--- config.mk ---
export PLATFORM = sky130hd
export DESIGN_NAME = sipo_deserializer
export DESIGN_NICKNAME = d
export VERILOG_FILES = /design/src/rtl/sipo_deserializer.sv
export SDC_FILE = /design/constraint.sdc
export NUM_CORES = 1
export LEC_CHECK = 0
export CELL_PAD_IN_SITES_DETAIL_PLACEMENT = 0
export CELL_PAD_IN_SITES_GLOBAL_PLACEMENT = 2
export CORE_ASPECT_RATIO = 1.25
export CORE_MARGIN = 5
export CORE_UTILIZATION = 29
export CTS_BUF_LIST = sky130_fd_sc_hd__clkbuf_16
export DETAILED_ROUTE_END_ITERATION = 10
export HOLD_SLACK_MARGIN = 0.05
export PLACE_DENSITY_LB_ADDON = 0.1
export SLEW_MARGIN = 20
export SYNTH_ARGS = -nofsm -noshare
export SYNTH_HDL_FRONTEND = slang
export SYNTH_SLANG_ARGS = --single-unit
export TNS_END_PERCENT = 5
--- constraint.sdc ---
create_clock -name Clk_In -period 3.4 [get_ports Clk_In]
set_input_delay 0.85 -clock Clk_In [delete_from_list [all_inputs] [get_ports Clk_In]]
set_output_delay 0.85 -clock Clk_In [all_outputs]
set_load 0.01 [all_outputs]
--- src/rtl/sipo_deserializer.sv ---
// Serial-in / parallel-out deserializer with a valid/ready output stage.
//
// Collects DATA_WIDTH bits, MSB first, into a word. A word begins on a
// valid bit that carries Frame_Start_In and completes on its DATA_WIDTH-th
// valid bit. The completed word is presented on Parallel_Data_Out one edge
// later. If the previous word is still waiting for the consumer, the new
// word is dropped and the sticky Overrun_Out flag is raised.
//
// Ports
//   Clk_In               clock, rising edge
//   Reset_In             synchronous active-high reset
//   Serial_Data_In       serial bit, MSB of each word first
//   Serial_Valid_In      Serial_Data_In is sampled when 1
//   Frame_Start_In       marks the MSB of a word (qualified by Serial_Valid_In)
//   Data_Ready_In        consumer accepts the held word
//   Parallel_Data_Out    last completed word
//   Data_Valid_Out       Parallel_Data_Out holds an unconsumed word
//   Overrun_Out          sticky: a completed word was dropped
//   Bit_Count_Out        bits collected in the current word
//   SIPO_Shift_Register  shift register contents, for debug
module sipo_deserializer #(
  parameter int unsigned DATA_WIDTH = 8
) (
  input  logic                          Clk_In,
  input  logic                          Reset_In,
  input  logic                          Serial_Data_In,
  input  logic                          Serial_Valid_In,
  input  logic                          Frame_Start_In,
  input  logic                          Data_Ready_In,
  output logic [DATA_WIDTH-1:0]         Parallel_Data_Out,
  output logic                          Data_Valid_Out,
  output logic                          Overrun_Out,
  output logic [$clog2(DATA_WIDTH)-1:0] Bit_Count_Out,
  output logic [DATA_WIDTH-1:0]         SIPO_Shift_Register
);

  localparam int unsigned CNT_W = $clog2(DATA_WIDTH);
  localparam logic [CNT_W-1:0] CNT_LAST = CNT_W'(DATA_WIDTH - 1);
  localparam logic [CNT_W-1:0] CNT_ONE  = CNT_W'(1);

  localparam logic [0:0] IDLE  = 1'b0;
  localparam logic [0:0] SHIFT = 1'b1;

  logic [0:0]            state_q, state_d;
  logic [CNT_W-1:0]      cnt_q,   cnt_d;
  logic [DATA_WIDTH-1:0] sr_q,    sr_d;
  logic [DATA_WIDTH-1:0] data_q,  data_d;
  logic                  valid_q, valid_d;
  logic                  ovr_q,   ovr_d;

  logic                  word_done_c;
  logic                  xfer_c;
  logic [DATA_WIDTH-1:0] shifted_c;

  // Shift register with the incoming bit appended at the LSB.
  assign shifted_c = {sr_q[DATA_WIDTH-2:0], Serial_Data_In};

  // Consumer handshake on the held word.
  assign xfer_c = valid_q & Data_Ready_In;

  // Next-state and output-stage logic.
  always_comb begin
    state_d     = state_q;
    cnt_d       = cnt_q;
    sr_d        = sr_q;
    data_d      = data_q;
    valid_d     = valid_q;
    ovr_d       = ovr_q;
    word_done_c = 1'b0;

    case (state_q)
      IDLE: begin
        // Only a framed bit starts a word; unframed valid bits are ignored.
        if (Serial_Valid_In && Frame_Start_In) begin
          sr_d    = shifted_c;
          cnt_d   = CNT_ONE;
          state_d = SHIFT;
        end
      end

      SHIFT: begin
        if (Serial_Valid_In) begin
          if (Frame_Start_In) begin
            // Re-framing drops the partial word; this bit is the new MSB.
            sr_d  = {{(DATA_WIDTH-1){1'b0}}, Serial_Data_In};
            cnt_d = CNT_ONE;
          end else if (cnt_q == CNT_LAST) begin
            sr_d        = shifted_c;
            cnt_d       = '0;
            state_d     = IDLE;
            word_done_c = 1'b1;
          end else begin
            sr_d  = shifted_c;
            cnt_d = cnt_q + CNT_ONE;
          end
        end
      end

      default: begin
        state_d = IDLE;
        cnt_d   = '0;
      end
    endcase

    if (xfer_c) begin
      valid_d = 1'b0;
    end

    // A finished word may replace the held one only if that slot is free
    // or is being consumed on this same edge; otherwise it is lost.
    if (word_done_c) begin
      if (!valid_q || xfer_c) begin
        data_d  = shifted_c;
        valid_d = 1'b1;
      end else begin
        ovr_d = 1'b1;
      end
    end
  end

  // State registers with synchronous reset.
  always_ff @(posedge Clk_In) begin
    if (Reset_In) begin
      state_q <= IDLE;
      cnt_q   <= '0;
      sr_q    <= '0;
      data_q  <= '0;
      valid_q <= 1'b0;
      ovr_q   <= 1'b0;
    end else begin
      state_q <= state_d;
      cnt_q   <= cnt_d;
      sr_q    <= sr_d;
      data_q  <= data_d;
      valid_q <= valid_d;
      ovr_q   <= ovr_d;
    end
  end

  assign Parallel_Data_Out   = data_q;
  assign Data_Valid_Out      = valid_q;
  assign Overrun_Out         = ovr_q;
  assign Bit_Count_Out       = cnt_q;
  assign SIPO_Shift_Register = sr_q;

endmodule

==> results of run 1 <==
[metal layers]
metal | global-route usage | wire length (um)
met2 | 0.142 | 915
met5 | 0 | 0
met1 | 0.124 | 868
met3 | 0.0301 | 150
met4 | 0.0517 | 16
[logic make-up after synthesis]
kind of cell	count (synthesis)
DFF	22
buffers and inverters	5
xor gates and xnor gates	1
and+or+nand+nor	36
AOI/OAI and AO/OA	15
muxes	9
adders and majority gates	2
[power breakdown]
| part | internal [mW] | switching [mW] |
|---|---|---|
| logic | 0.0158 | 0.0176 |
| clock network | 0.157 | 0.0913 |
| registers | 0.261 | 0.00355 |
| total | 0.433 | 0.113 |
[worst max-delay path, stage by stage]
cell and delay [ns]:
clkdlybuf4s50_1 0.75, and3b_4 0.29, and3b_1 0.49, mux2i_1 0.24
[area by class of cell]
| type | count | area share |
|---|---|---|
| sequential | 22 | 0.347 |
| clock buffer | 3 | 0.0592 |
| multi-input combinational | 63 | 0.350 |
| timing repair buffer | 26 | 0.205 |
| tap | 36 | 0.0355 |
| clock inverter | 1 | 0.00296 |
[sequential cells by signal, summed over array words and instances (netlist names)]
signal               count
Parallel_Data_Out        8
SIPO_Shift_Register      8
Bit_Count_Out            3
Data_Valid_Out           1
Overrun_Out              1
state_q                  1
[layout by cell type (no fill, tap or decap), types with 2 or more instances in the layout]
cell type / instances
clkbuf_16: 3
a32oi_1: 7
ha_1: 2
nor2_1: 13
or2b_1: 8
mux2i_1: 9
clkdlybuf4s50_1: 26
nand2_1: 3
nand2b_1: 8
a22oi_1: 3
dfxtp_1: 22
a21oi_1: 2
[stage by stage]
step | std cells | cell area [sq um] | hold WS [ns]
6_report | 151 | 1270 | 0.472
5_1_grt | 151 | 1270 | 0.492
4_1_cts | 151 | 1270 | 0.477
3_5_place_dp | 147 | 1190 | 0.464
3_3_place_gp | 147 | 1190 | 0.459
2_1_floorplan | 90 | 912 | 0.492
[final timing paths]
check                    endpoint  depth (start not counted)
max          Parallel_Data_Out[6]                          4
min          Parallel_Data_Out[4]                          2
max reg2reg  Parallel_Data_Out[6]                          4
min reg2reg  Parallel_Data_Out[4]                          2
==> key figures, run 1 <==
Outcome
  • Status: completed

GRT
  • Number of global-route vias before repair: 684
  • All-Layer GR Usage: 0.0967
  • First-pass GRT wire length: between 3000 and 4000 um
  • Pin count of the biggest net entering global routing: 31
  • Initial antenna violation count: 0
  • Gr ovfl total: 0

Yosys
  • Yosys cell types: 21
  • Number of synthesized flops with an enable pin: 0
  • Main combinational cell family by area after synthesis: simple AND/OR/NAND/NOR gates
  • Post-Syn Area: roughly 910 sq um
  • Synth Area in Simple Gates: 0.226
  • Area leader, netlist: dfxtp_1
  • Most instantiated cells after synthesis: 22 x dfxtp_1, 13 x nor2_1, 9 x mux2i_1
  • YS warnings: 0
  • Dominant synthesized flop cell: dfxtp_1
  • Most frequent cell after synthesis: dfxtp_1
  • Synth top area cells: dfxtp_1 48%, mux2i_1 9.9%, a32oi_1 6.7%, or2b_1 6.6%, nand2b_1 5.5%
  • Post-Syn Instances: 90
  • Seq cells post-synth: 22
  • Register area share after synthesis: 0.483
  • Synth Area in Compound Gates: 0.125
  • Synth Area in XOR/XNOR: 0.00960
  • Synth top area share: 0.483
  • Post-synthesis adder-cell area fraction: 0.0274
  • Async SR Flop Fraction: 0
  • Post-synthesis average cell area: 10.1 sq um
  • Synthesized Nets: 98
  • Post-synthesis mux area share: 0.0988

Drt
  • Initial DRC Count: 12
  • Drt pass-1 iters: 4
  • Via density: 4.77
  • Antenna Violating Nets Remaining: 0
  • Final WL: ~2000 um
  • Drt drc: 0
  • WL per Instance: 12.9 um
  • Via Count: 720

STA
  • Worst-Margin Slew: 0.860 ns
  • Fin. max-slew vios: 0
  • Setup Viol. Count Final: 0
  • Max Clock Skew: 0.00290 ns
  • Min Tclk post-route: 2.44 ns
  • Max Freq: just over 0.4 GHz
  • Unrepaired setup endpoints after global routing: no
  • Final hold vios: 0
  • Setup TNS: 0 ns
  • Post-route setup slack: 0.956 ns
  • Slew headroom: 0.425
  • Final worst path period share: 0.719

Clocking
  • Reg clk slew, reported paths: 0.06 ns
  • Cts hold-fix bufs: 0
  • H-tree levels: 1
  • Clk Latency, worst-skew pair: roughly 0.25 ns
  • CTS sink cnt: 22
  • Clock Tree Root: clkbuf_16
  • CTS buffer count: 3
  • Setup repair bufs after CTS: 0
  • PostCTS Resize Cnt: 0
  • Clock buffer depth: 2
  • CTS tree: yes

Worst setup path
  • Crit Path Max Fanout: 13
  • Critical Path AT: roughly 2.6 ns
  • WP data required: 3.58 ns
  • RR Startpoint: Bit_Count_Out[0]
  • CP Class: in -> reg
  • Critical Path Sink Type: flop
  • Flop2flop setup slack: 1.83 ns
  • CP startpoint kind: input pin
  • Critical Path Start: Serial_Valid_In

Final layout
  • Fill cell count: between 300 and 400
  • Reg area: 440 sq um
  • Post-layout util: 0.427
  • Nets@finish: 124
  • Area of the multi-input gates: 444 sq um
  • Share of layout cells above drive strength 1: 0.0435
  • Diodes inserted: 0
  • P&R area growth vs syn: 39.1%

Placement
  • GP Congestion: 0.736
  • Port bufs: 26
  • Pre-CTS setup slack: approximately 0.66 ns
  • Hpwl dp: about 1400 um

Pwr
  • Total power: 0.546 mW
  • Pwr dens: 430 nW/um^2
  • Leak: roughly 0.44 nW
  • VDD IR max: 0.000202 V

Floorplan
  • Initial core utilization: 0.307
  • Die H: 72.7 um
  • Die W: roughly 60 um
  • Core area: about 3000 sq um
  • Die Area: 4370 sq um
  • Num ports: 27
  • Row cnt: 22

Hold path
  • HP Class: reg -> reg
  • Worst hold start: Parallel_Data_Out[4]

Flow run
  • Max_cap viols: 0
Note: power is estimated with default switching activity, not from simulation.
==> run 2, diff against run 1 <==
Settings changed: CORE_UTILIZATION 29 to 24.
Clock period 3.4 ns to 2 ns, I/O delays scaled along.
==> key figures, run 2 (same netlist as run 1, synthesis figures left out) <==
Placement
  • GP Congestion: 0.688 (-6.5%)
  • Pre-CTS setup slack: 0.106 ns (-0.557 ns)
  • Hpwl dp: 1530 um (+11%)
  • Port bufs: 26 (unchanged)

Worst setup path
  • Critical Path AT: 1.19 ns (-1.44 ns)
  • Slowest cell delay on critical path: 0.56 ns (-0.19 ns)
  • Critical Path Start: Bit_Count_Out[0]
  • RR Startpoint: Bit_Count_Out[0]
  • Buf+Inv Stages, Crit Path: 1 (unchanged)
  • Flop2flop setup slack: 0.58 ns (-1.25 ns)
  • Crit-path slowest cell: clkdlybuf4s50_1
  • Critical Path Sink Type: output pin
  • WP data required: 1.50 ns (-2.08 ns)
  • CP Class: reg -> out
  • Worst R2R End: Parallel_Data_Out[0]
  • CP top delay family: buffers and inverters
  • CP Depth: 1 (-3)
  • Number of cells on the worst reg-to-reg path: 5 (+1)
  • CP Cell Sequence: clkdlybuf4s50_1
  • CP startpoint kind: flop
  • Crit Path Max Fanout: 4 (-9)

GRT
  • Number of global-route vias before repair: 711 (+3.9%)
  • Pin count of the biggest net entering global routing: 19 (-39%)
  • First-pass GRT wire length: 3370 um (+4.9%)
  • GRT met1 Usage: 0.109 (-0.0150)
  • GR met2 Demand/Resource: 0.130 (-0.0118)
  • Most used routing layer: met2
  • Initial antenna violation count: 0 (unchanged)
  • Gr ovfl total: 0 (unchanged)
  • All-Layer GR Usage: 0.0840 (-0.0127)
  • GR Util met3: 0.0170 (-0.0131)

Drt
  • Drt drc: 0 (unchanged)
  • Via Count: 728 (+1.1%)
  • Antenna Violating Nets Remaining: 0 (unchanged)
  • Drt pass-1 iters: 4 (unchanged)
  • Final WL: 2060 um (+5.8%)
  • Initial DRC Count: 21 (+9)
  • Via density: 4.55 (-4.6%)
  • WL per Instance: 12.9 um (-0.11%)

Flow run
  • Max_cap viols: 0 (unchanged)

Floorplan
  • Core area: 3720 sq um (+25%)
  • Die Area: 5140 sq um (+18%)
  • Row cnt: 25 (+14%)
  • Initial core utilization: 0.245 (-0.0618)
  • Die W: 65.1 um (+8.3%)
  • Die H: 78.9 um (+8.6%)
  • Num ports: 27 (unchanged)

Hold path
  • HP Class: reg -> reg
  • Worst Hold End: Parallel_Data_Out[2]
  • Hold Path Depth: 2 (unchanged)
  • Worst hold start: Parallel_Data_Out[2]

STA
  • Slew headroom: 0.665 (+0.240)
  • Setup TNS: 0 ns (unchanged)
  • Unrepaired setup endpoints after global routing: no
  • Final worst path period share: 0.846
  • Max Freq: 0.591 GHz
  • Setup Viol. Count Final: 0 (unchanged)
  • Post-route setup slack: 0.307 ns (-0.648 ns)
  • Min Tclk post-route: 1.69 ns
  • Worst-Margin Slew: 0.501 ns (-0.359 ns)
  • Fin. max-slew vios: 0 (unchanged)
  • Final hold vios: 0 (unchanged)
  • Max Clock Skew: 0.00236 ns (-0.000536 ns)

Final layout
  • P&R area growth vs syn: 45.5%
  • Diodes inserted: 0 (unchanged)
  • Nets@finish: 130 (+4.8%)
  • Commonest cells after routing, fill and taps aside: 26 x clkdlybuf4s50_1, 22 x dfxtp_1, 13 x nor2_1
  • Most common cell after layout, fill and taps aside: clkdlybuf4s50_1
  • Share of layout cells above drive strength 1: 0.0917 (+0.0482)

Pwr
  • VDD IR max: 0.000281 V (+39%)
  • Pwr dens: 697 nW/um^2 (+62%)
  • Leak: 0.472 nW (+6.9%)

Clocking
  • Clock Tree Root: clkbuf_16
  • CTS sink cnt: 22 (unchanged)
  • Setup repair bufs after CTS: 0 (unchanged)
  • CTS tree: yes
  • Clock buffer depth: 2 (unchanged)
  • PostCTS Resize Cnt: 0 (unchanged)
  • CTS buffer count: 3 (unchanged)
  • H-tree levels: 1 (unchanged)
  • Clk Latency, worst-skew pair: 0.25 ns (about the same)
  • Reg clk slew, reported paths: 0.06 ns (about the same)
  • Cts hold-fix bufs: 0 (unchanged)

Outcome
  • Status: completed
run 2: worst max-delay path by stage:
stage,end
after floorplan,Parallel_Data_Out[0]
after global placement,Parallel_Data_Out[6]
after detailed placement,Parallel_Data_Out[0]
after CTS,Bit_Count_Out[0]
after global routing,SIPO_Shift_Register[4]
final,Bit_Count_Out[0]
run 2: worst min-delay path: stages, from the launching register on:
cell      delay, ns
dfxtp_1        0.31
nand2b_1       0.06
mux2i_1        0.05
run 2: metrics by stage:
stage	cells	hold slack [ns]	power (mW)	utilization	instance area, sq um
floorplan	90	0.492	0.491	-	912
finish	160	0.468	0.926	0.357	1330
CTS	160	0.475	0.947	0.357	1330
detailed placement	157	0.464	0.526	0.336	1250
global route	160	0.508	0.962	0.357	1330
global placement	157	0.459	0.525	0.336	1250
run 2: final cells by class:
class / count / area (sq um)
sequential: 22 / 440
multi-input combinational: 63 / 444
timing repair buffer: 32 / 318
tap: 40 / 50.0
fill: 398 / 2390
clock buffer: 3 / 75.1
run 2: power breakdown:
part           switching, mW  total [mW]  internal [mW]
sequential           0.00625       0.450          0.443
combinational         0.0324      0.0658         0.0334
clock                  0.147       0.410          0.264
run 2: per-layer routing:
| metal | wire length [um] | vias up | part of all wire |
|---|---|---|---|
| met3 | 101 | 2 | 0.049 |
| met2 | 938 | 16 | 0.45 |
| li1 | - | 379 | - |
| met1 | 1010 | 331 | 0.49 |
| met4 | 15 | 0 | 0.0073 |
| met5 | 0 | - | 0 |
